<file path="config.mk">
export PLATFORM = sky130hd
export DESIGN_NAME = vga_pattern_gen
export DESIGN_NICKNAME = d
export VERILOG_FILES = /design/src/rtl/vga_pattern_gen.sv
export SDC_FILE = /design/constraint.sdc
export NUM_CORES = 1
export LEC_CHECK = 0
export CORE_UTILIZATION = 55
export CTS_BUF_LIST = sky130_fd_sc_hd__clkbuf_16
export CTS_CLUSTER_SIZE = 14
export DETAILED_ROUTE_END_ITERATION = 12
export PLACE_DENSITY_LB_ADDON = 0.12
export SLEW_MARGIN = 20
export SYNTH_ARGS = -nofsm -noshare
export SYNTH_HDL_FRONTEND = slang
export SYNTH_SLANG_ARGS = --single-unit
</file>
<file path="constraint.sdc">
create_clock -name clk -period 2.12 [get_ports clk]
set_input_delay 0.424 -clock clk [delete_from_list [all_inputs] [get_ports clk]]
set_output_delay 0.424 -clock clk [all_outputs]
set_load 0.02 [all_outputs]
</file>
<file path="src/rtl/vga_pattern_gen.sv">
// Pixel-data stage behind the VGA timing driver: four selectable test patterns
// with syncs and data-enable delay-matched to the colour (2-cycle latency).
module vga_pattern_gen #(
  parameter int unsigned DEBOUNCE_CYCLES = 400000,
  parameter logic [1:0]  INIT_MODE       = 2'd0
) (
  input  logic       clk,
  input  logic       rst_n,
  input  logic       hsync_in,
  input  logic       vsync_in,
  input  logic       de_in,
  input  logic [7:0] blk_in,
  input  logic       btn_n,
  output logic       hsync_o,
  output logic       vsync_o,
  output logic       de_o,
  output logic [7:0] vga_r,
  output logic [7:0] vga_g,
  output logic [7:0] vga_b,
  output logic [1:0] mode_o
);

  localparam logic [19:0] DbLast = 20'(DEBOUNCE_CYCLES - 1);

  logic        hsync_d1, vsync_d1, de_d1;
  logic [7:0]  blk_d1;
  logic [9:0]  line_cnt;
  logic [7:0]  frame_cnt;
  logic [1:0]  mode_active, mode_pending;
  logic        btn_s1, btn_s2, btn_db;
  logic [19:0] db_cnt;
  logic        vsync_fall, de_fall;
  logic [7:0]  scroll;
  logic [23:0] rgb_d, rgb_q;

  function automatic logic [23:0] bar_colour(input logic [2:0] idx);
    logic [23:0] c;
    unique case (idx)
      3'd0:    c = 24'hFFFFFF;
      3'd1:    c = 24'hFFFF00;
      3'd2:    c = 24'h00FFFF;
      3'd3:    c = 24'h00FF00;
      3'd4:    c = 24'hFF00FF;
      3'd5:    c = 24'hFF0000;
      3'd6:    c = 24'h0000FF;
      default: c = 24'h000000;
    endcase
    return c;
  endfunction

  // Edges are detected against stage 1 so they line up with the pixel being coloured.
  assign vsync_fall = vsync_d1 & ~vsync_in;
  assign de_fall    = de_d1 & ~de_in;

  always_ff @(posedge clk or negedge rst_n) begin
    if (!rst_n) begin
      hsync_d1 <= 1'b1;
      vsync_d1 <= 1'b1;
      de_d1    <= 1'b0;
      blk_d1   <= '0;
      hsync_o  <= 1'b1;
      vsync_o  <= 1'b1;
      de_o     <= 1'b0;
      rgb_q    <= '0;
    end else begin
      hsync_d1 <= hsync_in;
      vsync_d1 <= vsync_in;
      de_d1    <= de_in;
      blk_d1   <= blk_in;
      hsync_o  <= hsync_d1;
      vsync_o  <= vsync_d1;
      de_o     <= de_d1;
      rgb_q    <= rgb_d;
    end
  end

  always_ff @(posedge clk or negedge rst_n) begin
    if (!rst_n) begin
      line_cnt  <= '0;
      frame_cnt <= '0;
    end else begin
      if (!vsync_d1) begin
        line_cnt <= '0;
      end else if (de_fall && line_cnt != 10'd1023) begin
        line_cnt <= line_cnt + 10'd1;
      end
      if (vsync_fall) begin
        frame_cnt <= frame_cnt + 8'd1;
      end
    end
  end

  always_ff @(posedge clk or negedge rst_n) begin
    if (!rst_n) begin
      btn_s1 <= 1'b1;
      btn_s2 <= 1'b1;
    end else begin
      btn_s1 <= btn_n;
      btn_s2 <= btn_s1;
    end
  end

  // A press landing on a vsync fall applies the old pending value; the
  // increment is picked up at the following frame boundary.
  always_ff @(posedge clk or negedge rst_n) begin
    if (!rst_n) begin
      btn_db       <= 1'b1;
      db_cnt       <= '0;
      mode_pending <= INIT_MODE;
      mode_active  <= INIT_MODE;
    end else begin
      if (btn_s2 == btn_db) begin
        db_cnt <= '0;
      end else if (db_cnt == DbLast) begin
        db_cnt <= '0;
        btn_db <= ~btn_db;
        if (btn_db) begin
          mode_pending <= mode_pending + 2'd1;
        end
      end else begin
        db_cnt <= db_cnt + 20'd1;
      end
      if (vsync_fall) begin
        mode_active <= mode_pending;
      end
    end
  end

  always_comb begin
    rgb_d  = '0;
    scroll = blk_d1 + frame_cnt;
    if (de_d1) begin
      unique case (mode_active)
        2'd0:    rgb_d = bar_colour(blk_d1[7:5]);
        2'd1:    rgb_d = {blk_d1, blk_d1, blk_d1};
        2'd2:    rgb_d = (blk_d1[4] ^ line_cnt[5]) ? 24'hFFFFFF : 24'h000000;
        default: rgb_d = bar_colour(scroll[7:5]);
      endcase
    end
  end

  assign vga_r  = rgb_q[23:16];
  assign vga_g  = rgb_q[15:8];
  assign vga_b  = rgb_q[7:0];
  assign mode_o = mode_active;

endmodule

</file>
Word-level counts from Yosys, hierarchy flattened
Cells that the tools add are included.

Flip-flop bits (word level): 83. Input port bits: 14. Output and inout port bits: 29. Logic and storage cells: 61.

Add/sub/neg operators: 5. Equal/unequal tests: 18. Muxes and demuxes: 9. Bitwise gates (word level): 7. Reduce and logical (&&, ||, !) cells: 6.

Operators with widths (number): 24-bit one-hot mux with 7 select lines (2); 24-bit one-hot mux with 3 select lines (1); 24-bit 2-to-1 mux (2); 20-bit 2-to-1 mux (2); 20-bit by 1-bit adder with 20-bit output, second input constant (1); 20-bit by 19-bit == test with 1-bit output, second input constant (1); 10-bit 2-to-1 mux (2); 3-bit == test, second input constant (6); 3-bit by 2-bit == test with 1-bit output, second input constant (4); 10-bit by 1-bit adder with 10-bit output, second input constant (1); 10-bit != test, second input constant (1); 8-bit by 1-bit adder with 8-bit output, second input constant (1); 8-bit adder (1); 3-bit by 1-bit == test with 1-bit output, second input constant (2); 3-bit zero test (2); 1-bit NOT (4); 3-bit AND reduction (1); 2-bit by 1-bit adder with 2-bit output, second input constant (1); 1-bit bitwise AND (2); 2-bit by 1-bit == test with 1-bit output, second input constant (1); 2-bit == test, second input constant (1); 2-bit zero test (1); 2-bit by 1-bit != test with 1-bit output, second input constant (1); 2-bit AND reduction (1); other kinds (3) (3).

Depth between registers and ports, before layout
Word-level depth: 5. Gate-level depth with buffers: 8. Mapped depth without buffers: 6.

Worst setup path before layout
Ideal clock, no wire load.

Kind: reg-to-reg. Start point: register blk_d1[4]. End point: register rgb_q[10]. Library setup time: 0.120 ns. Arrival time: 1.672 ns. Required time: 2.000 ns. Path slack: 0.328 ns. Cell stages (with the launch flop): 7. Buffers on the path: 0. Period minus slack after synthesis: 1.792 ns. Cells stage by stage: dfrtp_1 ha_1 a21oi_1 o21ai_0 or4_4 nand3_4 nor2_1.

Word-level cells in the longest chain between the ends: 5. Elaborated cells on any way between the ends: 13. Those cells by class: 1 x add/sub; 6 x eq/ne; 4 x mux; 1 x bitwise; 1 x reduce/logical.

Ends and longest elaborated chain: start, declared (RTL line 26) `logic [7:0] blk_d1;`; start signal, assigned (RTL line 69) `blk_d1 <= blk_in;`; 8-bit adder (RTL line 131) `scroll = blk_d1 + frame_cnt;`; 3-bit == test, or another cell as far along (RTL line 38) `unique case (idx)`; 24-bit one-hot mux with 7 select lines (RTL line 38); 24-bit one-hot mux with 3 select lines (*) (RTL line 133) `unique case (mode_active)`; 24-bit 2-to-1 mux (*) (RTL line 132) `if (de_d1) begin`; named net rgb_d[10] (RTL line 34) `logic [23:0] rgb_d, rgb_q;`; end signal, assigned (RTL line 73) `rgb_q <= rgb_d;`; end, declared (RTL line 34).

The timed path passes the listed nets; every way through them passes the cells marked *. A chain may end at the register's enable or synchronous reset.

Final worst setup path
Start point: register mode_active[1] (netlist: mode_o[1]). End point: output port mode_o[1].

RTL lines: start, declared (RTL line 29) `logic [1:0] mode_active, mode_pending;`; start signal, assigned (RTL line 124) `mode_active <= mode_pending;`; end, declared (RTL line 20) `output logic [1:0] mode_o`.

No word-level cell between the ends.

==> results.txt <==
simple-gate share of the synthesized area = 17.2%
Slew HR = 66.1%
Max stage delay on crit path = 0.69 ns
Synth Area in Compound Gates = 8.98%
syn nets = 345
post-synthesis xor/xnor area fraction = 9.64%
worst slew pin tran = 0.507 ns
vias in the first global route = 2437
Reg area = 2090 um^2
clk sink count = 83
H-tree levels = 3
TritonCTS Buffers = 9
Setup TNS Final = 0 ns
status = complete, but fails checks
core region area = 6350 um^2
hold slack = -0.000312 ns
Leak = 1.96 nW
Synth async-reset ratio = 100%
Final Hold Viols = 1
layout cells sized above 1 = 11.7%
average instance area after synthesis = 11.3 um^2
f_max = 0.502 GHz
Worst EP arrival = 1.57 ns
post-DR wirelength/cell = 14.6 um
Synth Register Bits = 83
post-DP HPWL = 4600 um
Worst Setup End Kind = output pin
IO Pins = 43
R2R depth = 6
fin cells = 453
Yosys warnings = 0
drt pass-1 iters = 4
worst path required time = 1.70 ns
Synth cell types = 43
met1 Track Usage GR = 28.5%
max_cap viols = 0
DRT Wirelength = 6610 um
post-synthesis adder-cell area fraction = 3.44%
# hold bufs at CTS = 0
sequential area share after synthesis = 57.4%
pre-CTS setup slack = 0.128 ns
antenna violations before repair = 0
unrepaired setup endpoints after global routing = false
FILL cells = 456
synthesized cell area = 3630 um^2
Clock Pin Slew Worst Setup and Hold Paths = 0.06 ns
Peak VDD IR = 0.490 mV
slowest stage cell, crit path = clkdlybuf4s50_1
final setup vio count = 0
Largest delay share family, worst path = buffers and inverters
largest net degree at the start of global routing = 38
TritonCTS clock tree = yes
number of port buffers = 42
first-pass GRT wire length = 11500 um
Crit. path cell count = 1
worst hold path type = input port to asynchronous set/reset pin
failing checks = negative hold slack
area delta synth->final = 23.4%
height of the die = 83.3 um
Power per Cell Area = 872 nW/um^2
grt ovf = 0
Diodes inserted = 0
post-DR vias/cell = 5.43
Final Util = 70.7%
GR Util met2 = 33.5%
post-CTS setup buffer count = 0
full die area = 6940 um^2
CTS Root Cell = clkbuf_16
Final Skew = 0.00682 ns
Via Count = 2460
buffers and inverters on the worst path = 1
Top FF cell, synth = dfrtp_1
Starting Density = 57.2%
placed insts = 437
PostCTS Resize Cnt = 0
Tmin final = 1.99 ns
row count = 29
Nets = 395
Slew Limit Fails = 0
DRT antenna net count = 0
crit path kind = register to output pin
CTS max path bufs = 2
met3 GRT Util = 5.57%
worst skew pair latency = 0.33 ns
post-synthesis mux area share = 1.20%
DRC = 0
global route hottest layer = met2
critical path peak fanout = 10
cell count after synthesis = 321
Die Width = 83.3 um
post-route setup slack = 0.127 ns
Multi-input gate area = 1470 um^2
Tcrit/Tclk final = 94.0%
Starting DRT DRC Count = 178
number of synthesized flops with an enable pin = 0
GPL Wtd Cong = 0.823
largest family of logic cells by synthesized area = simple AND/OR/NAND/NOR gates
Overall Global Routing Usage = 21.2%
CP cell instances = clkdlybuf4s50_1
Worst Setup Start Kind = register
==> final timing paths <==
kind | from | end | slack (ns)
worst max-delay path | mode_o[1]$_DFFE_PN0P_ | mode_o[1] | 0.13
worst min-delay path | rst_n | de_d1$_DFF_PN0_ | -0.0003
worst max register to register | blk_d1[4]$_DFF_PN0_ | rgb_q[23]$_DFF_PN0_ | 0.18
worst min register to register | btn_s1$_DFF_PN1_ | btn_s2$_DFF_PN1_ | 0.36
max in group asynchronous | rst_n | btn_db$_DFFE_PN1P_ | 1.47
min in group clk | btn_s1$_DFF_PN1_ | btn_s2$_DFF_PN1_ | 0.36
==> synthesized netlist by cell type (all sizes together), types with 7 or more instances <==
| library cell | count | share of area (%) |
|---|---|---|
| a21oi | 26 | 3.6 |
| and2 | 9 | 1.5 |
| dfrtp | 76 | 52 |
| dfstp | 7 | 5.1 |
| ha | 10 | 3.4 |
| nand2 | 18 | 1.9 |
| nand3 | 19 | 3.1 |
| nand4 | 10 | 1.7 |
| nor2 | 34 | 3.5 |
| o21ai | 19 | 2.7 |
| xnor2 | 21 | 5.1 |
| xor2 | 19 | 4.6 |
==> stage by stage <==
stage | area [um^2] | hold WS [ns] | total power [mW]
after floorplan | 3630 | 0.128 | 2.09
after global placement | 4160 | 0.346 | 2.25
after detailed placement | 4160 | 0.349 | 2.27
after CTS | 4490 | 0.00510 | 3.95
after global routing | 4490 | 0.0210 | 4.08
final | 4490 | -0.000312 | 3.91
==> final cells by class <==
cell class	instances	share of cell area (%)
Sequential cell	83	46.5
Multi-Input combinational cell	223	32.8
Timing Repair Buffer	48	10.9
Clock buffer	9	5.02
Clock inverter	7	2.20
Tap cell	77	2.15
Inverter	6	0.502
==> report_power, final <==
group | switching, mW | internal [mW] | total (mW)
clock | 0.629 | 1.04 | 1.67
combinational | 0.245 | 0.214 | 0.459
sequential | 0.101 | 1.69 | 1.79
total | 0.974 | 2.94 | 3.91
==> cell families after synthesis <==
family	Yosys count
XOR/XNOR	40
multiplexers	4
AND/OR/NAND/NOR	116
flip-flops	83
buffers and inverters	15
AO/OA/AOI/OAI	53
adder cells (fa/ha/maj)	10
==> metal layers <==
layer	routed length, um	share of wire [%]	up-vias
li1	-	-	1211
met3	257	3.9	13
met1	3100	47	1179
met4	112	1.7	0
met5	0	0	-
met2	3140	47	57
==> registers in the layout (all words and copies together), names as in the netlist <==
name          count
hsync_d1          1
vsync_d1          1
btn_s2            1
frame_cnt         8
rgb_q            24
btn_db            1
mode_pending      2
de_o              1
mode_o            2
line_cnt         10
db_cnt           20
blk_d1            8
vsync_o           1
de_d1             1
btn_s1            1
hsync_o           1
==> cells in the final DEF, fill, tap and decap left out, types with 6 or more instances in the layout <==
cell type,Yosys,layout
inv_1,6,6
ha_1,10,10
nand4_1,10,10
nand3_1,17,17
clkbuf_16,0,9
dfrtp_1,76,76
xnor2_1,21,21
xor2_1,19,19
nand2_1,18,18
dfstp_2,7,7
o21ai_0,18,18
nor2_1,34,34
a21oi_1,26,26
clkdlybuf4s50_1,0,41
and2_1,9,9
No activity file was read; power rests on OpenSTA's default activity.
